`src/rtl/bit_hunt_game.sv`:
```
// Hunt-the-bit reaction game: a lit pattern rotates across the LED bank and
// the player clears lit bits by pressing the buttons beneath them. Tracks
// lives, levels (with a shrinking rotation period), and a saturating BCD score.

`ifndef CLOCK_FREQ_HZ
`define CLOCK_FREQ_HZ 50_000_000
`endif

module bit_hunt_game #(
   parameter int unsigned        NumLeds      = 16,
   parameter int unsigned        MaxPeriod    = `CLOCK_FREQ_HZ / 4,
   parameter int unsigned        MinPeriod    = `CLOCK_FREQ_HZ / 64,
   parameter int unsigned        NumLives     = 3,
   parameter int unsigned        FlashCycles  = `CLOCK_FREQ_HZ / 8,
   parameter int unsigned        ScoreDigits  = 4,
   parameter logic [NumLeds-1:0] StartPattern = NumLeds'(16'h0F00)
) (
   input  logic                     clk,
   input  logic                     rst,
   input  logic [NumLeds-1:0]       button,
   input  logic                     dir,
   input  logic                     start,
   output logic [NumLeds-1:0]       led,
   output logic [4*ScoreDigits-1:0] score_bcd,
   output logic [3:0]               lives,
   output logic [3:0]               level,
   output logic                     game_over
);

   localparam int unsigned CntMax = (MaxPeriod > FlashCycles) ? MaxPeriod : FlashCycles;
   localparam int unsigned CntW   = $clog2(CntMax + 1);
   localparam int unsigned ScoreW = 4 * ScoreDigits;

   typedef logic [CntW-1:0] cnt_t;

   localparam cnt_t              MaxPeriodC = cnt_t'(MaxPeriod);
   localparam cnt_t              MinPeriodC = cnt_t'(MinPeriod);
   localparam cnt_t              FlashLastC = cnt_t'(FlashCycles - 1);
   localparam logic [3:0]        NumLivesC  = 4'(NumLives);
   localparam logic [ScoreW-1:0] ScoreMax   = {ScoreDigits{4'h9}};

   typedef enum logic [2:0] {
      StStart,
      StWait,
      StRotate,
      StHit,
      StLevelUp,
      StMiss,
      StGameOver
   } state_e;

   state_e              state_q, state_d;
   cnt_t                cnt_q, cnt_d;
   cnt_t                period_q, period_d;
   logic [NumLeds-1:0]  pattern_q, pattern_d;
   logic [NumLeds-1:0]  button_q;
   logic [NumLeds-1:0]  press_q, press_d;
   logic [ScoreW-1:0]   score_q, score_d;
   logic [3:0]          lives_q, lives_d;
   logic [3:0]          level_q, level_d;
   logic                blink_q, blink_d;

   logic [NumLeds-1:0]  press;
   logic [NumLeds-1:0]  pattern_cleared;
   logic                miss, hit, timeout, flash_done;
   cnt_t                period_half, period_next;
   logic [ScoreW-1:0]   score_inc;
   logic [ScoreDigits:0] carry;

   assign press           = button & ~button_q;
   assign miss            = |(press & ~pattern_q);
   assign hit             = |(press & pattern_q);
   assign timeout         = (cnt_q == period_q - cnt_t'(1));
   assign flash_done      = (cnt_q == FlashLastC);
   assign pattern_cleared = pattern_q & ~press_q;
   assign period_half     = period_q >> 1;
   assign period_next     = (period_half < MinPeriodC) ? MinPeriodC : period_half;

   // State register
   always_ff @(posedge clk) begin
      if (rst) begin
         state_q <= StStart;
      end else begin
         state_q <= state_d;
      end
   end

   // Next-state selection; in WAIT a miss beats a hit, which beats the timeout
   always_comb begin
      state_d = state_q;
      unique case (state_q)
         StStart:   state_d = StWait;
         StWait: begin
            if (miss) begin
               state_d = StMiss;
            end else if (hit) begin
               state_d = StHit;
            end else if (timeout) begin
               state_d = StRotate;
            end
         end
         StRotate:  state_d = StWait;
         StHit:     state_d = (pattern_cleared == '0) ? StLevelUp : StWait;
         StLevelUp: state_d = StWait;
         // lives already decremented on entry, so zero here means the last life went
         StMiss: begin
            if (lives_q == 4'd0) begin
               state_d = StGameOver;
            end else if (flash_done) begin
               state_d = StWait;
            end
         end
         StGameOver: begin
            if (start) begin
               state_d = StStart;
            end
         end
         default:   state_d = StStart;
      endcase
   end

   // BCD increment with decimal carry ripple
   always_comb begin
      score_inc = score_q;
      carry     = '0;
      carry[0]  = 1'b1;
      for (int d = 0; d < ScoreDigits; d++) begin
         if (carry[d]) begin
            if (score_q[4*d +: 4] == 4'd9) begin
               score_inc[4*d +: 4] = 4'd0;
               carry[d+1]          = 1'b1;
            end else begin
               score_inc[4*d +: 4] = score_q[4*d +: 4] + 4'd1;
            end
         end
      end
   end

   // Datapath next-state: counter, pattern, score, lives, level, period, blink
   always_comb begin
      pattern_d = pattern_q;
      period_d  = period_q;
      score_d   = score_q;
      lives_d   = lives_q;
      level_d   = level_q;
      press_d   = (state_q == StWait) ? press : press_q;

      cnt_d = cnt_q + cnt_t'(1);
      if (state_d != state_q) begin
         cnt_d = '0;
      end else if ((state_q == StGameOver) && flash_done) begin
         cnt_d = '0;
      end

      blink_d = (state_q == StGameOver) ? (blink_q ^ flash_done) : 1'b0;

      unique case (state_q)
         StStart: pattern_d = StartPattern;
         StWait: begin
            if (miss) begin
               lives_d = lives_q - 4'd1;
            end
         end
         StRotate: begin
            if (dir) begin
               pattern_d = {pattern_q[NumLeds-2:0], pattern_q[NumLeds-1]};
            end else begin
               pattern_d = {pattern_q[0], pattern_q[NumLeds-1:1]};
            end
         end
         StHit: begin
            pattern_d = pattern_cleared;
            score_d   = (score_q == ScoreMax) ? score_q : score_inc;
         end
         StLevelUp: begin
            period_d  = period_next;
            level_d   = (level_q == 4'hF) ? level_q : level_q + 4'd1;
            pattern_d = StartPattern;
         end
         StGameOver: begin
            if (start) begin
               score_d  = '0;
               lives_d  = NumLivesC;
               level_d  = 4'd0;
               period_d = MaxPeriodC;
            end
         end
         default: ;
      endcase
   end

   // Datapath registers; button history updates every cycle
   always_ff @(posedge clk) begin
      if (rst) begin
         cnt_q     <= '0;
         period_q  <= MaxPeriodC;
         pattern_q <= StartPattern;
         button_q  <= '0;
         press_q   <= '0;
         score_q   <= '0;
         lives_q   <= NumLivesC;
         level_q   <= 4'd0;
         blink_q   <= 1'b0;
      end else begin
         cnt_q     <= cnt_d;
         period_q  <= period_d;
         pattern_q <= pattern_d;
         button_q  <= button;
         press_q   <= press_d;
         score_q   <= score_d;
         lives_q   <= lives_d;
         level_q   <= level_d;
         blink_q   <= blink_d;
      end
   end

   // Output decode; blink_q low means the all-ones phase of the game-over blink
   always_comb begin
      led = pattern_q;
      unique case (state_q)
         StStart:    led = StartPattern;
         StMiss:     led = '1;
         StGameOver: led = blink_q ? '0 : '1;
         default:    led = pattern_q;
      endcase
      game_over = (state_q == StGameOver);
   end

   assign score_bcd = score_q;
   assign lives     = lives_q;
   assign level     = level_q;

endmodule

```
`config.mk`:
```
export PLATFORM = sky130hd
export DESIGN_NAME = bit_hunt_game
export DESIGN_NICKNAME = d
export VERILOG_FILES = /design/src/rtl/bit_hunt_game.sv
export SDC_FILE = /design/constraint.sdc
export NUM_CORES = 1
export LEC_CHECK = 0
export BUFFER_PORTS_ARGS = -buffer_cell sky130_fd_sc_hd__buf_2
export CORE_MARGIN = 5
export CORE_UTILIZATION = 40
export CTS_BUF_LIST = sky130_fd_sc_hd__clkbuf_4 sky130_fd_sc_hd__clkbuf_8
export DETAILED_ROUTE_END_ITERATION = 10
export SLEW_MARGIN = 5
export SYNTH_ARGS = -nofsm -noshare
export SYNTH_HDL_FRONTEND = slang
export SYNTH_SLANG_ARGS = --single-unit
```
`constraint.sdc`:
```
create_clock -name clk -period 6 [get_ports clk]
set_input_delay 0.3 -clock clk [delete_from_list [all_inputs] [get_ports clk]]
set_output_delay 0.3 -clock clk [all_outputs]
set_load 0.1 [all_outputs]
```
==> results.cfg <==
[yosys]
syn_inst = 919
yosys.area.top_type = dfxtp_1
synth.avg_cell_area_um2 = 7.78
synth_nets = 952
synth_top_area_share_pct = 34.7
yosysSeqAreaShare_pct = 34.7
synth.area.top_cells = dfxtp_1 (35%), nand2_1 (5.3%), a21oi_1 (4.4%), nor2_1 (4.2%), xnor2_1 (4.2%)
synthFlopType = dfxtp_1
synth_warnings = 0
synth_edf_count = 0
synth_seq_cells = 124
synth_cell_types = 61
synth_area_mm2 = 0.00715
synthArstFlopShare_pct = 0

[sta]
setup_violations = 0
clock_skew_ns = 0.0111
slew_violations = 0
min_period_ns = 3.55
fin_ws_ns = 2.45
fmax_mhz = 281
relSlewSlack_pct = 30.9
worst_pin_slew_ns = 1.04
timing.final.crit_share_pct = 59.2
holdWs_ns = 0.0991
hold_viol_final = 0
rsz0062_at_grt = false
final.setup.tns_ns = 0

[clock_network]
htree_levels = 4
holdBufCountCts = 0
ctsResizeCount = 0
cts_setup_buffers = 0
cts_max_path_buffers = 2
clkLatencyLatePin_ns = 0.45
cts.sinks = 124
cts_made_buffers = 17
root_buffer = clkbuf_8
path_clk_slew_ns = 0.08
cts_tree = done

[cells_and_area]
layout-drive-gt1-share_pct = 12.0
final_common_cell = dfxtp_1
multi_input_area_mm2 = 0.00436
fill_cells = 1840
fin_nets = 984
antenna_cells = 0
area_delta_synth_final_pct = 12.0
final_cell_mix = dfxtp_1 (124), nand2_1 (101), nor2_1 (81)
regArea_mm2 = 0.00248

[drt]
drcViolationCount = 0
drtPass1Iterations = 7
vias = 6657
finalWirelength_um = 19600
dr.first_iter.drc_count = 439
viasPerCell = 5.58
ant_nets = 0
routedWlPerCell_um = 16.4

[power_and_ir_drop]
switchingPower_mw = 0.593
p_leak_nw = 3.16
p_int_mw = 1.36
switching_share_pct = 30.4
powerDensity_mw_per_mm2 = 244
peakVddDrop_v = 0.000159
power.share.clock_pct = 41.0
power_frac_seq_pct = 45.6
combPwrFrac_pct = 13.3

[global_routing]
grt_pass1_wl_um = 31700
antenna_found_initial = 0
grt_usage_pct = 19.2
grt_max_degree = 80
grt.overflow.total = 0
grt_pass1_vias = 6180

[floorplanning]
rows = 49
die_h_um = 144
io_pins = 61
dieArea_mm2 = 0.0207
die_w_um = 144
core_mm2 = 0.0178
start_util_pct = 40.2

[worst_setup_path]
worstReg2RegStart = period_q[0]$_SDFFE_PP0P_
crit_required_ns = 6.29
ff2ff_setup_slack_ns = 2.45
critPathCaptureType = register
reg2regPathDepth = 9
path_max_fanout = 24
startpoint = period_q[0]$_SDFFE_PP0P_
cp_data_arrival_time_ns = 3.84
start_kind = register
endpoint = cnt_q[0]$_SDFF_PP0_
worstSetupPathType = reg -> reg
reg2reg_to = cnt_q[0]$_SDFF_PP0_

[hold_path]
hp-class = in -> reg
hold-path-cell-count = 2

[place]
post-place-ws_ns = 2.45
portBuffers = 60
globalplace.congestion = 0.935
post-dp-hpwl_um = 14200

[outcome]
outcome = finished clean

[job]
max_cap_violations = 0
## state kept, by name (all words and copies together), names as in the netlist
register,count
pattern_q,16
period_q,24
state_q,3
level,4
score_bcd,16
button_q,16
lives,4
blink_q,1
press_q,16
cnt_q,24
## layout make-up
class                   count  share of cell area, %
inverters                  28                   1.31
clock buffers              18                   3.01
well taps                 229                   3.58
multi-input cells         714                   54.5
clock inverters            14                   2.34
repair buffers             66                   4.31
flip-flops and latches    124                   31.0
## power by group through the flow
stage | registers, mW | logic [mW] | clock network [mW]
after global routing | 0.896 | 0.285 | 0.856
after global placement | 0.909 | 0.258 | 0
after detailed placement | 0.910 | 0.259 | 0
after CTS | 0.890 | 0.260 | 0.820
after floorplan | 0.900 | 0.204 | 0
final | 0.891 | 0.261 | 0.801
## cells by family (layout without fill, tap and decap cells)
group	Yosys count	in the layout	synth area share [%]
AO/OA/AOI/OAI	209	209	18.1
multiplexers	10	10	1.52
XOR/XNOR	58	58	7.10
flip-flops	124	124	34.7
adder cells (fa/ha/maj)	13	13	2.27
buffers and inverters	81	126	4.48
AND/OR/NAND/NOR	424	424	31.8
## stage by stage
stage | utilization (%) | instances | instance area (µm²) | total power, mW
2_1_floorplan | - | 919 | 7150 | 1.10
3_3_place_gp | 42.6 | 1161 | 7580 | 1.17
3_5_place_dp | 42.6 | 1161 | 7580 | 1.17
4_1_cts | 45.1 | 1193 | 8010 | 1.97
5_1_grt | 45.1 | 1193 | 8010 | 2.04
6_report | 45.1 | 1193 | 8010 | 1.95
## metal layers
metal | vias to the layer above | GRT usage (%) | share of wire [%]
li1 | 3308 | - | -
met1 | 3161 | 25.1 | 47
met2 | 153 | 31.8 | 47
met3 | 35 | 3.59 | 3.9
met4 | 0 | 6.64 | 2.2
met5 | - | 0 | 0
## critical path, stage by stage, from the launching register on
cell and delay [ns]:
dfxtp_1 0.36, inv_1 0.07, ha_1 0.21, nor4b_1 0.67, nand4_1 0.29, or3_1 0.45, a211oi_2 0.30, o211ai_2 0.16
nor3_4 0.64, o21ai_0 0.22
## cell usage after synthesis, drive strengths merged, types with 7 or more instances
master	count
a211oi	10
a21o	17
a21oi	63
and3	17
clkbuf	47
dfxtp	124
ha	13
inv	28
mux2	7
nand2	101
nand2b	17
nand3	26
nand3b	39
nand4	18
nor2	81
nor2b	36
nor3	22
nor3b	19
nor4	14
o21ai	60
o22ai	11
o31ai	7
or3	9
xnor2	34
xor2	24
## how the worst min path moves through the flow
| stage | slack [ns] | start | endpoint |
|---|---|---|---|
| after floorplan | 0.43 | button[0] | button_q[0]$_SDFF_PP0_ |
| after global placement | 0.46 | press_q[9]$_SDFFE_PP0N_ | press_q[9]$_SDFFE_PP0N_ |
| after detailed placement | 0.46 | press_q[5]$_SDFFE_PP0N_ | press_q[5]$_SDFFE_PP0N_ |
| after CTS | 0.08 | button[2] | button_q[2]$_SDFF_PP0_ |
| after global routing | 0.08 | button[3] | button_q[3]$_SDFF_PP0_ |
| final | 0.1 | button[0] | button_q[0]$_SDFF_PP0_ |
(Power assumes the default switching activity.)
